--- config.mk ---
export PLATFORM = sky130hd
export DESIGN_NAME = mem_access_ctrl
export DESIGN_NICKNAME = d
export VERILOG_FILES = /design/src/rtl/mem_access_pkg.sv /design/src/rtl/mem_lane_align.sv /design/src/rtl/mem_access_ctrl.sv
export SDC_FILE = /design/constraint.sdc
export NUM_CORES = 1
export LEC_CHECK = 0
export CAP_MARGIN = 25
export CORE_UTILIZATION = 45
export CTS_BUF_LIST = sky130_fd_sc_hd__clkbuf_16
export CTS_CLUSTER_DIAMETER = 80
export DETAILED_ROUTE_END_ITERATION = 10
export PLACE_DENSITY_LB_ADDON = 0.2
export SLEW_MARGIN = 25
export SYNTH_ARGS = -nofsm -noshare
export SYNTH_HDL_FRONTEND = slang
export SYNTH_HIERARCHICAL = 1
export SYNTH_SLANG_ARGS = --single-unit
--- constraint.sdc ---
create_clock -name clk -period 2.58 [get_ports clk]
set_input_delay 0.387 -clock clk [delete_from_list [all_inputs] [get_ports clk]]
set_output_delay 0.387 -clock clk [all_outputs]
set_load 0.02 [all_outputs]
--- src/rtl/mem_access_pkg.sv ---
// Shared encodings for the data-memory access controller: access sizes,
// controller FSM states and the default memory depth.
package mem_access_pkg;

  localparam int DEPTH_DEF = 32;
  localparam int DATA_W    = 32;

  typedef enum logic [1:0] {
    SZ_BYTE = 2'b00,
    SZ_HALF = 2'b01,
    SZ_WORD = 2'b10,
    SZ_ILL  = 2'b11
  } size_e;

  typedef enum logic [2:0] {
    S_IDLE = 3'd0,
    S_RD   = 3'd1,
    S_RDW  = 3'd2,
    S_WR   = 3'd3,
    S_RESP = 3'd4
  } state_e;

endpackage

--- src/rtl/mem_lane_align.sv ---
// Little-endian lane handling: extract and extend a load lane, and merge
// store data into the selected lane of a read word.
module mem_lane_align
  import mem_access_pkg::*;
(
  input  logic [1:0]  size,
  input  logic        is_unsigned,
  input  logic [1:0]  offset,
  input  logic [31:0] rdata,
  input  logic [31:0] wdata,
  output logic [31:0] ld_data,
  output logic [31:0] st_data
);

  logic [7:0]  lane_b;
  logic [15:0] lane_h;

  always_comb begin
    case (offset)
      2'd0:    lane_b = rdata[7:0];
      2'd1:    lane_b = rdata[15:8];
      2'd2:    lane_b = rdata[23:16];
      default: lane_b = rdata[31:24];
    endcase
    lane_h  = offset[1] ? rdata[31:16] : rdata[15:0];
    ld_data = rdata;
    st_data = rdata;
    case (size_e'(size))
      SZ_BYTE: begin
        ld_data = {{24{lane_b[7] & ~is_unsigned}}, lane_b};
        case (offset)
          2'd0:    st_data[7:0]   = wdata[7:0];
          2'd1:    st_data[15:8]  = wdata[7:0];
          2'd2:    st_data[23:16] = wdata[7:0];
          default: st_data[31:24] = wdata[7:0];
        endcase
      end
      SZ_HALF: begin
        ld_data = {{16{lane_h[15] & ~is_unsigned}}, lane_h};
        if (offset[1]) st_data[31:16] = wdata[15:0];
        else           st_data[15:0]  = wdata[15:0];
      end
      default: begin
        ld_data = rdata;
        st_data = wdata;
      end
    endcase
  end

endmodule

--- src/rtl/mem_access_ctrl.sv ---
// Load/store initiator for a word-indexed data memory: alignment/range check,
// sub-word loads with extension, sub-word stores as read-modify-write.
module mem_access_ctrl
  import mem_access_pkg::*;
#(
  parameter int DEPTH = DEPTH_DEF
) (
  input  logic        clk,
  input  logic        reset,
  input  logic        req_valid,
  output logic        req_ready,
  input  logic        req_write,
  input  logic [1:0]  req_size,
  input  logic        req_unsigned,
  input  logic [31:0] req_addr,
  input  logic [31:0] req_wdata,
  output logic        resp_valid,
  input  logic        resp_ready,
  output logic [31:0] resp_rdata,
  output logic        resp_err,
  output logic [31:0] mem_addr,
  output logic [31:0] mem_wdata,
  output logic        mem_we,
  output logic        mem_read,
  input  logic [31:0] mem_data
);

  localparam logic [31:0] DEPTH_W = 32'(DEPTH);

  state_e              state_q, state_d;
  logic                write_q, write_d, uns_q, uns_d;
  logic [1:0]          size_q, size_d, off_q, off_d;
  logic [DATA_W-1:0]   wdata_q, wdata_d;
  logic                req_ready_q, req_ready_d, resp_valid_q, resp_valid_d;
  logic                resp_err_q, resp_err_d, mem_we_q, mem_we_d, mem_read_q, mem_read_d;
  logic [DATA_W-1:0]   resp_rdata_q, resp_rdata_d, mem_addr_q, mem_addr_d;
  logic [DATA_W-1:0]   mem_wdata_q, mem_wdata_d, ld_data, st_data;
  logic                accept, req_err, word_store;

  assign accept     = req_valid && req_ready_q;
  assign word_store = req_write && (size_e'(req_size) == SZ_WORD);

  always_comb begin
    case (size_e'(req_size))
      SZ_BYTE: req_err = 1'b0;
      SZ_HALF: req_err = req_addr[0];
      SZ_WORD: req_err = |req_addr[1:0];
      default: req_err = 1'b1;
    endcase
    if ({2'b00, req_addr[31:2]} >= DEPTH_W) req_err = 1'b1;
  end

  mem_lane_align u_align (
    .size        (size_q),
    .is_unsigned (uns_q),
    .offset      (off_q),
    .rdata       (mem_data),
    .wdata       (wdata_q),
    .ld_data     (ld_data),
    .st_data     (st_data)
  );

  always_ff @(posedge clk) begin
    if (reset) state_q <= S_IDLE;
    else       state_q <= state_d;
  end

  always_comb begin
    state_d = state_q;
    case (state_q)
      S_IDLE: if (accept) state_d = req_err ? S_RESP : (word_store ? S_WR : S_RD);
      S_RD:   state_d = S_RDW;
      S_RDW:  state_d = write_q ? S_WR : S_RESP;
      S_WR:   state_d = S_RESP;
      S_RESP: if (resp_ready) state_d = S_IDLE;
      default: state_d = S_IDLE;
    endcase
  end

  // Every output is registered, so each one is set on the edge entering the
  // state that owns it; strobes default low so they last exactly one cycle.
  always_comb begin
    write_d      = write_q;
    uns_d        = uns_q;
    size_d       = size_q;
    off_d        = off_q;
    wdata_d      = wdata_q;
    req_ready_d  = req_ready_q;
    resp_valid_d = resp_valid_q;
    resp_err_d   = resp_err_q;
    resp_rdata_d = resp_rdata_q;
    mem_addr_d   = mem_addr_q;
    mem_wdata_d  = mem_wdata_q;
    mem_we_d     = 1'b0;
    mem_read_d   = 1'b0;
    case (state_q)
      S_IDLE: if (accept) begin
        write_d      = req_write;
        uns_d        = req_unsigned;
        size_d       = req_size;
        off_d        = req_addr[1:0];
        wdata_d      = req_wdata;
        mem_addr_d   = {2'b00, req_addr[31:2]};
        req_ready_d  = 1'b0;
        resp_rdata_d = '0;
        resp_err_d   = req_err;
        if (req_err) resp_valid_d = 1'b1;
        else if (word_store) begin
          mem_we_d    = 1'b1;
          mem_wdata_d = req_wdata;
        end else mem_read_d = 1'b1;
      end
      S_RDW: begin
        if (write_q) begin
          mem_we_d    = 1'b1;
          mem_wdata_d = st_data;
        end else begin
          resp_rdata_d = ld_data;
          resp_valid_d = 1'b1;
        end
      end
      S_WR: resp_valid_d = 1'b1;
      S_RESP: if (resp_ready) begin
        resp_valid_d = 1'b0;
        resp_err_d   = 1'b0;
        resp_rdata_d = '0;
        req_ready_d  = 1'b1;
      end
      default: ;
    endcase
  end

  always_ff @(posedge clk) begin
    if (reset) begin
      write_q      <= 1'b0;
      uns_q        <= 1'b0;
      size_q       <= 2'b00;
      off_q        <= 2'b00;
      wdata_q      <= '0;
      req_ready_q  <= 1'b1;
      resp_valid_q <= 1'b0;
      resp_err_q   <= 1'b0;
      resp_rdata_q <= '0;
      mem_addr_q   <= '0;
      mem_wdata_q  <= '0;
      mem_we_q     <= 1'b0;
      mem_read_q   <= 1'b0;
    end else begin
      write_q      <= write_d;
      uns_q        <= uns_d;
      size_q       <= size_d;
      off_q        <= off_d;
      wdata_q      <= wdata_d;
      req_ready_q  <= req_ready_d;
      resp_valid_q <= resp_valid_d;
      resp_err_q   <= resp_err_d;
      resp_rdata_q <= resp_rdata_d;
      mem_addr_q   <= mem_addr_d;
      mem_wdata_q  <= mem_wdata_d;
      mem_we_q     <= mem_we_d;
      mem_read_q   <= mem_read_d;
    end
  end

  assign req_ready  = req_ready_q;
  assign resp_valid = resp_valid_q;
  assign resp_err   = resp_err_q;
  assign resp_rdata = resp_rdata_q;
  assign mem_addr   = mem_addr_q;
  assign mem_wdata  = mem_wdata_q;
  assign mem_we     = mem_we_q;
  assign mem_read   = mem_read_q;

endmodule

# Yosys cells after proc, flatten, opt, wreduce, memory -nomap -nowiden

Index checks and enable logic that the tools add are counted.

Register bits after elaboration: 140
Input bits: 104
Output and inout bits: 101
Logic and storage cells: 98

Magnitude comparators: 1
Equality and inequality tests: 16
Mux-type cells: 43
Bitwise operators: 5
Reductions and logical operators: 19

Operators by type and width:

| kind                                                 | number |
|---|---|
| 2-to-1 mux 32 bit                                    | 7 |
| one-hot mux 32 bit (2 select lines)                  | 3 |
| one-hot mux 32 bit (3 select lines)                  | 1 |
| 2-to-1 mux 16 bit                                    | 3 |
| 2-to-1 mux 8 bit                                     | 4 |
| >= comparator 30 x 6 -> 1 bit, second input constant | 1 |
| one-hot mux 8 bit (3 select lines)                   | 1 |
| one-hot mux 3 bit (5 select lines)                   | 1 |
| != test 2 bit, second input constant                 | 7 |
| 2-to-1 mux 1 bit                                     | 13 |
| 2-to-1 mux 3 bit                                     | 4 |
| AND reduction 5 bit                                  | 2 |
| equality test 2 x 1 -> 1 bit, second input constant  | 3 |
| equality test 3 x 2 -> 1 bit, second input constant  | 2 |
| logical NOT 2 bit                                    | 3 |
| one-hot mux 1 bit (2 select lines)                   | 3 |
| equality test 2 bit, second input constant           | 2 |
| one-hot mux 1 bit (4 select lines)                   | 1 |
| AND reduction 2 bit                                  | 2 |
| AND reduction 4 bit                                  | 1 |
| nonzero test 2 bit                                   | 2 |
| nonzero test 4 bit                                   | 1 |
| OR reduction 4 bit                                   | 1 |
| equality test 3 x 1 -> 1 bit, second input constant  | 1 |
| 11 further kinds                                     | 15 |

# Longest topological paths before layout

Depth after elaboration: 6
Mapped depth: 9
Gate-level depth less buffers: 6

# Modules after synthesis

Netlist, hierarchy kept.

By module, submodules not included:

| module          | instances | cells an instance | area each (um2) | sequential area each (um2) |
|---|---|---|---|---|
| mem_access_ctrl | 1         | 716               | 5751.8          | 2802.7 |
| mem_lane_align  | 1         | 251               | 1928.1          | 0.0 |

# Worst setup path before layout

No wires, ideal clock.

Path kind: reg2reg
Start point: register state_q[1]
End point: register mem_wdata_q[10], in the netlist mem_wdata[10]
Arrival time: 1.852 ns
Slack: 0.607 ns
Cell stages (with the launch flop): 8
Path buffers: 2
Clock period less this slack: 1.973 ns
Path through: dfxtp_1 or2_1 or3_1 buf_2 nor3_4 a21boi_2 buf_6 mux2_4

Word-level cells in the longest chain between the ends: 3
Elaborated cells between the ends (all ways): 9

RTL lines:

| element                                                           | line                   | text |
|---|---|---|
| start, declared                                                   | mem_access_ctrl.sv:30  | `state_e state_q, state_d;` |
| start signal, assigned                                            | mem_access_ctrl.sv:65  | `else state_q <= state_d;` |
| equality test 3 x 2 -> 1 bit or logical NOT 3 bit (tied branches) | mem_access_ctrl.sv:96  | `case (state_q)` |
| != test 2 bit (no line) or nonzero test 2 bit (tied branches)     | n/a                    |  |
| AND reduction 5 bit (no line)                                     | n/a                    |  |
| end signal, assigned                                              | mem_access_ctrl.sv:159 | `mem_wdata_q <= mem_wdata_d;` |
| end, declared                                                     | mem_access_ctrl.sv:37  | `logic [DATA_W-1:0] mem_wdata_q, mem_wdata_d, ld_data, st_data;` |

Several ways; a longest one is shown, not always the timed one.
A chain may end at the register's enable or synchronous reset.

# Final worst setup path

Start point: register off_q[1]
End point: register mem_wdata_q[8], in the netlist mem_wdata[8]

Word-level cells in the longest chain between the ends: 5
Elaborated cells between the ends (all ways): 6

RTL lines:

| element                               | line                   | text |
|---|---|---|
| start, declared                       | mem_access_ctrl.sv:32  | `logic [1:0] size_q, size_d, off_q, off_d;` |
| start signal, assigned                | mem_access_ctrl.sv:138 | `off_q <= 2'b00;` |
| start signal, assigned                | mem_access_ctrl.sv:152 | `off_q <= off_d;` |
| equality test 2 x 1 -> 1 bit          | mem_lane_align.sv:31   | `case (offset)` |
| 2-to-1 mux 8 bit                      | mem_lane_align.sv:31   |  |
| one-hot mux 32 bit (2 select lines) * | mem_lane_align.sv:28   | `case (size_e'(size))` |
| net st_data[8]                        | mem_access_ctrl.sv:37  |  |
| 2-to-1 mux 32 bit *                   | mem_access_ctrl.sv:114 | `if (write_q) begin` |
| one-hot mux 32 bit (2 select lines) * | mem_access_ctrl.sv:96  |  |

Mark *: on every way through the listed nets, which the timed path passes. The rest lies on a longest branch. The select of a mux whose other input is x is not followed.

==> results.sh <==
export IMPL_min_from="resp_rdata[16]$_SDFFE_PP0P_"
export IMPL_use_met2_pct=43.7
export IMPL_synthDistinctLibCells=52
export IMPL_ys_top_cells_by_area="dfxtp_1, nand2_1, a21oi_1"
export IMPL_met1_usage_pct=33.7
export IMPL_holdBufCountCts=0
export IMPL_grt_max_degree=75
export IMPL_yosys_area_share_simple_pct=25.4
export IMPL_skew_ns=0.00698
export IMPL_fmax_mhz=445
export IMPL_synth_top_family_by_area="simple AND/OR/NAND/NOR gates"
export IMPL_chipWidth_um=133
export IMPL_postCtsResizedCells=0
export IMPL_met3_usage_pct=7.47
export IMPL_htree_num_levels=4
export IMPL_yosysTopAreaCellShare_pct=36.5
export IMPL_boundaryPins=205
export IMPL_root_buffer="clkbuf_16"
export IMPL_hold_viol=0
export IMPL_portBuffers=202
export IMPL_arrival_ns=2.61
export IMPL_die_h_um=133
export IMPL_post_cts_setup_buffers=0
export IMPL_hold_depth=2
export IMPL_drv_slew=0
export IMPL_antenna_found_initial=0
export IMPL_power_density_nw_per_um2=559
export IMPL_n_antenna_cell=0
export IMPL_total_power_w=0.00580
export IMPL_first_global_vias=7036
export IMPL_end_kind="flop"
export IMPL_cp_max_fo=31
export IMPL_synth_xor_area_share_pct=0
export IMPL_maxSlewHeadroom_pct=47.8
export IMPL_hp_class="flop to flop"
export IMPL_grt_usage_pct=26.9
export IMPL_r2r_start="off_q[1]$_SDFFE_PP0P_"
export IMPL_final_setup_worst_slack_ns=0.332
export IMPL_placed_area_um2=9820
export IMPL_crit_type="flop to flop"
export IMPL_drive_gt1_share_pct=10.6
export IMPL_synth_ff_type="dfxtp_1"
export IMPL_start_util_pct=46.1
export IMPL_period_needed_ns=2.25
export IMPL_r2r_slack_ns=0.33
export IMPL_final_antenna_net_count=0
export IMPL_drc=0
export IMPL_wirelength_um=23700
export IMPL_cp_required_ns=2.95
export IMPL_cts_buffer_depth=2
export IMPL_fin_crit_sh_pct=87.1
export IMPL_worst_pin_slew_ns=0.784
export IMPL_vdd_ir_drop_max_uv=479
export IMPL_synth_largest_area_cell="dfxtp_1"
export IMPL_cts_sinks=140
export IMPL_netlist_instances=967
export IMPL_grt_overflow=0
export IMPL_avgSynthCellArea_um2=7.94
export IMPL_synthToLayoutAreaGrowth_pct=35.1
export IMPL_synth_compound_area_share_pct=18.7
export IMPL_fill_cells=1507
export IMPL_async_flop_share_pct=0
export IMPL_netlist_area_um2=7680
export IMPL_setup_viol=0
export IMPL_yosysWarnings=6
export IMPL_via_per_inst=5.59
export IMPL_rr_worst_depth=7
export IMPL_dr_pass1_iters=5
export IMPL_synth_edf_count=0
export IMPL_gp_congestion=0.909
export IMPL_synth_seq_cells=140
export IMPL_core_area_um2=16600
export IMPL_num_rows=47
export IMPL_cap_violations=0
export IMPL_drt_initial_drc_count=592
export IMPL_postLayoutCellArea_um2=10400
export IMPL_top_usage_layer="met2"
export IMPL_rsz0062_at_grt="false"
export IMPL_synth_mux_area_share_pct=13.8
export IMPL_reg2reg_to="mem_wdata[8]$_SDFFE_PP0P_"
export IMPL_final_nets=1233
export IMPL_dieArea_um2=17600
export IMPL_cts_buffers=17
export IMPL_yosysSeqAreaShare_pct=36.5
export IMPL_fin_setup_tns_ns=0
export IMPL_holdPathEnd="resp_rdata[16]$_SDFFE_PP0P_"
export IMPL_wl_per_cell_um=17.4
export IMPL_vias=7611
export IMPL_dpl_hpwl_um=16600
export IMPL_outcome="finished, final reports clean"
export IMPL_place_ws_ns=0.138
export IMPL_cts_clk_slew_worst_paths_ns=0.06
export IMPL_cts_tree="done"
export IMPL_start_kind="flop"
export IMPL_insertion_delay_ns=0.42
export IMPL_grt_pass1_wl_um=37200
export IMPL_synthAdderAreaFrac_pct=0
export IMPL_fin_hold_ws_ns=0.448
export IMPL_leakage_nw=3.88
[Yosys cell counts, types with 3 or more instances]
library cell and n:
buf_6 8, nor3_1 5, o22ai_1 23, nor2b_1 65, a21oi_1 142, o211ai_2 4, dfxtp_1 140, mux2_2 12
inv_1 5, mux2i_1 33, o221ai_1 17, and3b_1 9, mux4_2 7, o21ai_0 10, o211ai_1 5, nor2_1 13
buf_1 6, nand3b_1 3, clkbuf_1 55, or3_1 3, and2_1 8, mux2_4 29, nand2b_1 5, a221o_1 8
buf_2 7, nor4_1 5, a211oi_1 7, buf_4 7, nand2_1 265, nand3_1 34
[power breakdown]
group / total [W] / switching [W] / internal (W) / leakage [nW]
logic: 0.00114 / 0.000630 / 0.000507 / 2.48
clock network: 0.00235 / 0.000953 / 0.00140 / 0.268
registers: 0.00232 / 0.0000719 / 0.00224 / 1.14
total: 0.00580 / 0.00165 / 0.00415 / 3.88
[cell usage in the layout (no fill, tap or decap), types with 3 or more instances in the layout]
cell type	n
a211oi_1	7
a21oi_1	142
a221o_1	8
and2_1	7
and3b_1	9
buf_12	4
buf_4	21
clkbuf_16	17
clkdlybuf4s50_1	201
clkinvlp_4	4
dfxtp_1	138
inv_1	7
mux2_2	12
mux2_4	29
mux2i_1	33
mux4_2	7
nand2_1	265
nand2b_1	5
nand3_1	34
nand3b_1	3
nor2_1	13
nor2b_1	64
nor3_1	4
nor4_1	5
o211ai_1	5
o211ai_2	4
o21ai_0	10
o221ai_1	17
o22ai_1	23
[worst max-delay path by stage]
stage | startpoint | endpoint | slack (ns) | cells past startpoint
3_5_place_dp | req_valid | mem_wdata[9]$_SDFFE_PP0P_ | 0.14 | 7
4_1_cts | off_q[1]$_SDFFE_PP0P_ | mem_wdata[20]$_SDFFE_PP0P_ | 0.28 | 6
6_report | off_q[1]$_SDFFE_PP0P_ | mem_wdata[8]$_SDFFE_PP0P_ | 0.33 | 7
2_1_floorplan | state_q[1]$_SDFFE_PP0P_ | mem_wdata[10]$_SDFFE_PP0P_ | 0.61 | 7
5_1_grt | off_q[1]$_SDFFE_PP0P_ | mem_wdata[8]$_SDFFE_PP0P_ | 0.21 | 7
3_3_place_gp | req_valid | mem_wdata[14]$_SDFFE_PP0P_ | 0.16 | 7
[sequential cells by signal, indices dropped and copies added, names as in the netlist, 2 cells and up]
name and cells:
wdata_q 32, size_q 2, resp_rdata 32, off_q 2
mem_addr 30, mem_wdata 32, state_q 3
[layout make-up]
class	count	area (µm²)	share of cell area, %
clock buffer	17	425	4.10
clock inverter	14	133	1.28
inverter	5	18.8	0.181
multi-input combinational	739	4470	43.1
sequential	140	2810	27.0
tap	220	275	2.65
timing repair buffer	226	2250	21.7
[per-stage QoR]
stage	util, %	instances
2_1_floorplan	-	968
3_3_place_gp	59.0	1330
3_5_place_dp	59.0	1330
4_1_cts	62.3	1361
5_1_grt	62.4	1361
6_report	62.4	1361
[worst max-delay path: stages, from the launching register on]
cell	delay, ns
dfxtp_2	0.32
buf_4	0.40
inv_1	0.20
a21oi_1	0.52
a221o_1	0.28
nand2_1	0.06
a21oi_1	0.21
mux2_4	0.18
[cell families (layout without fill, tap and decap cells)]
group                  after synthesis  count (layout)
and+or+nand+nor                    422             422
AOI/OAI and AO/OA                  234             234
DFF                                140             140
buffers and inverters               89             262
muxes                               81              81
other                                1               2
[metal layers]
layer | up-vias | wire [µm] | part of all wire (%)
met3 | 58 | 2190 | 9.2
met5 | - | 0 | 0
met2 | 336 | 11100 | 47
met1 | 3559 | 9640 | 41
met4 | 0 | 746 | 3.1
li1 | 3658 | - | -
Note: power is estimated with default switching activity, not from simulation.
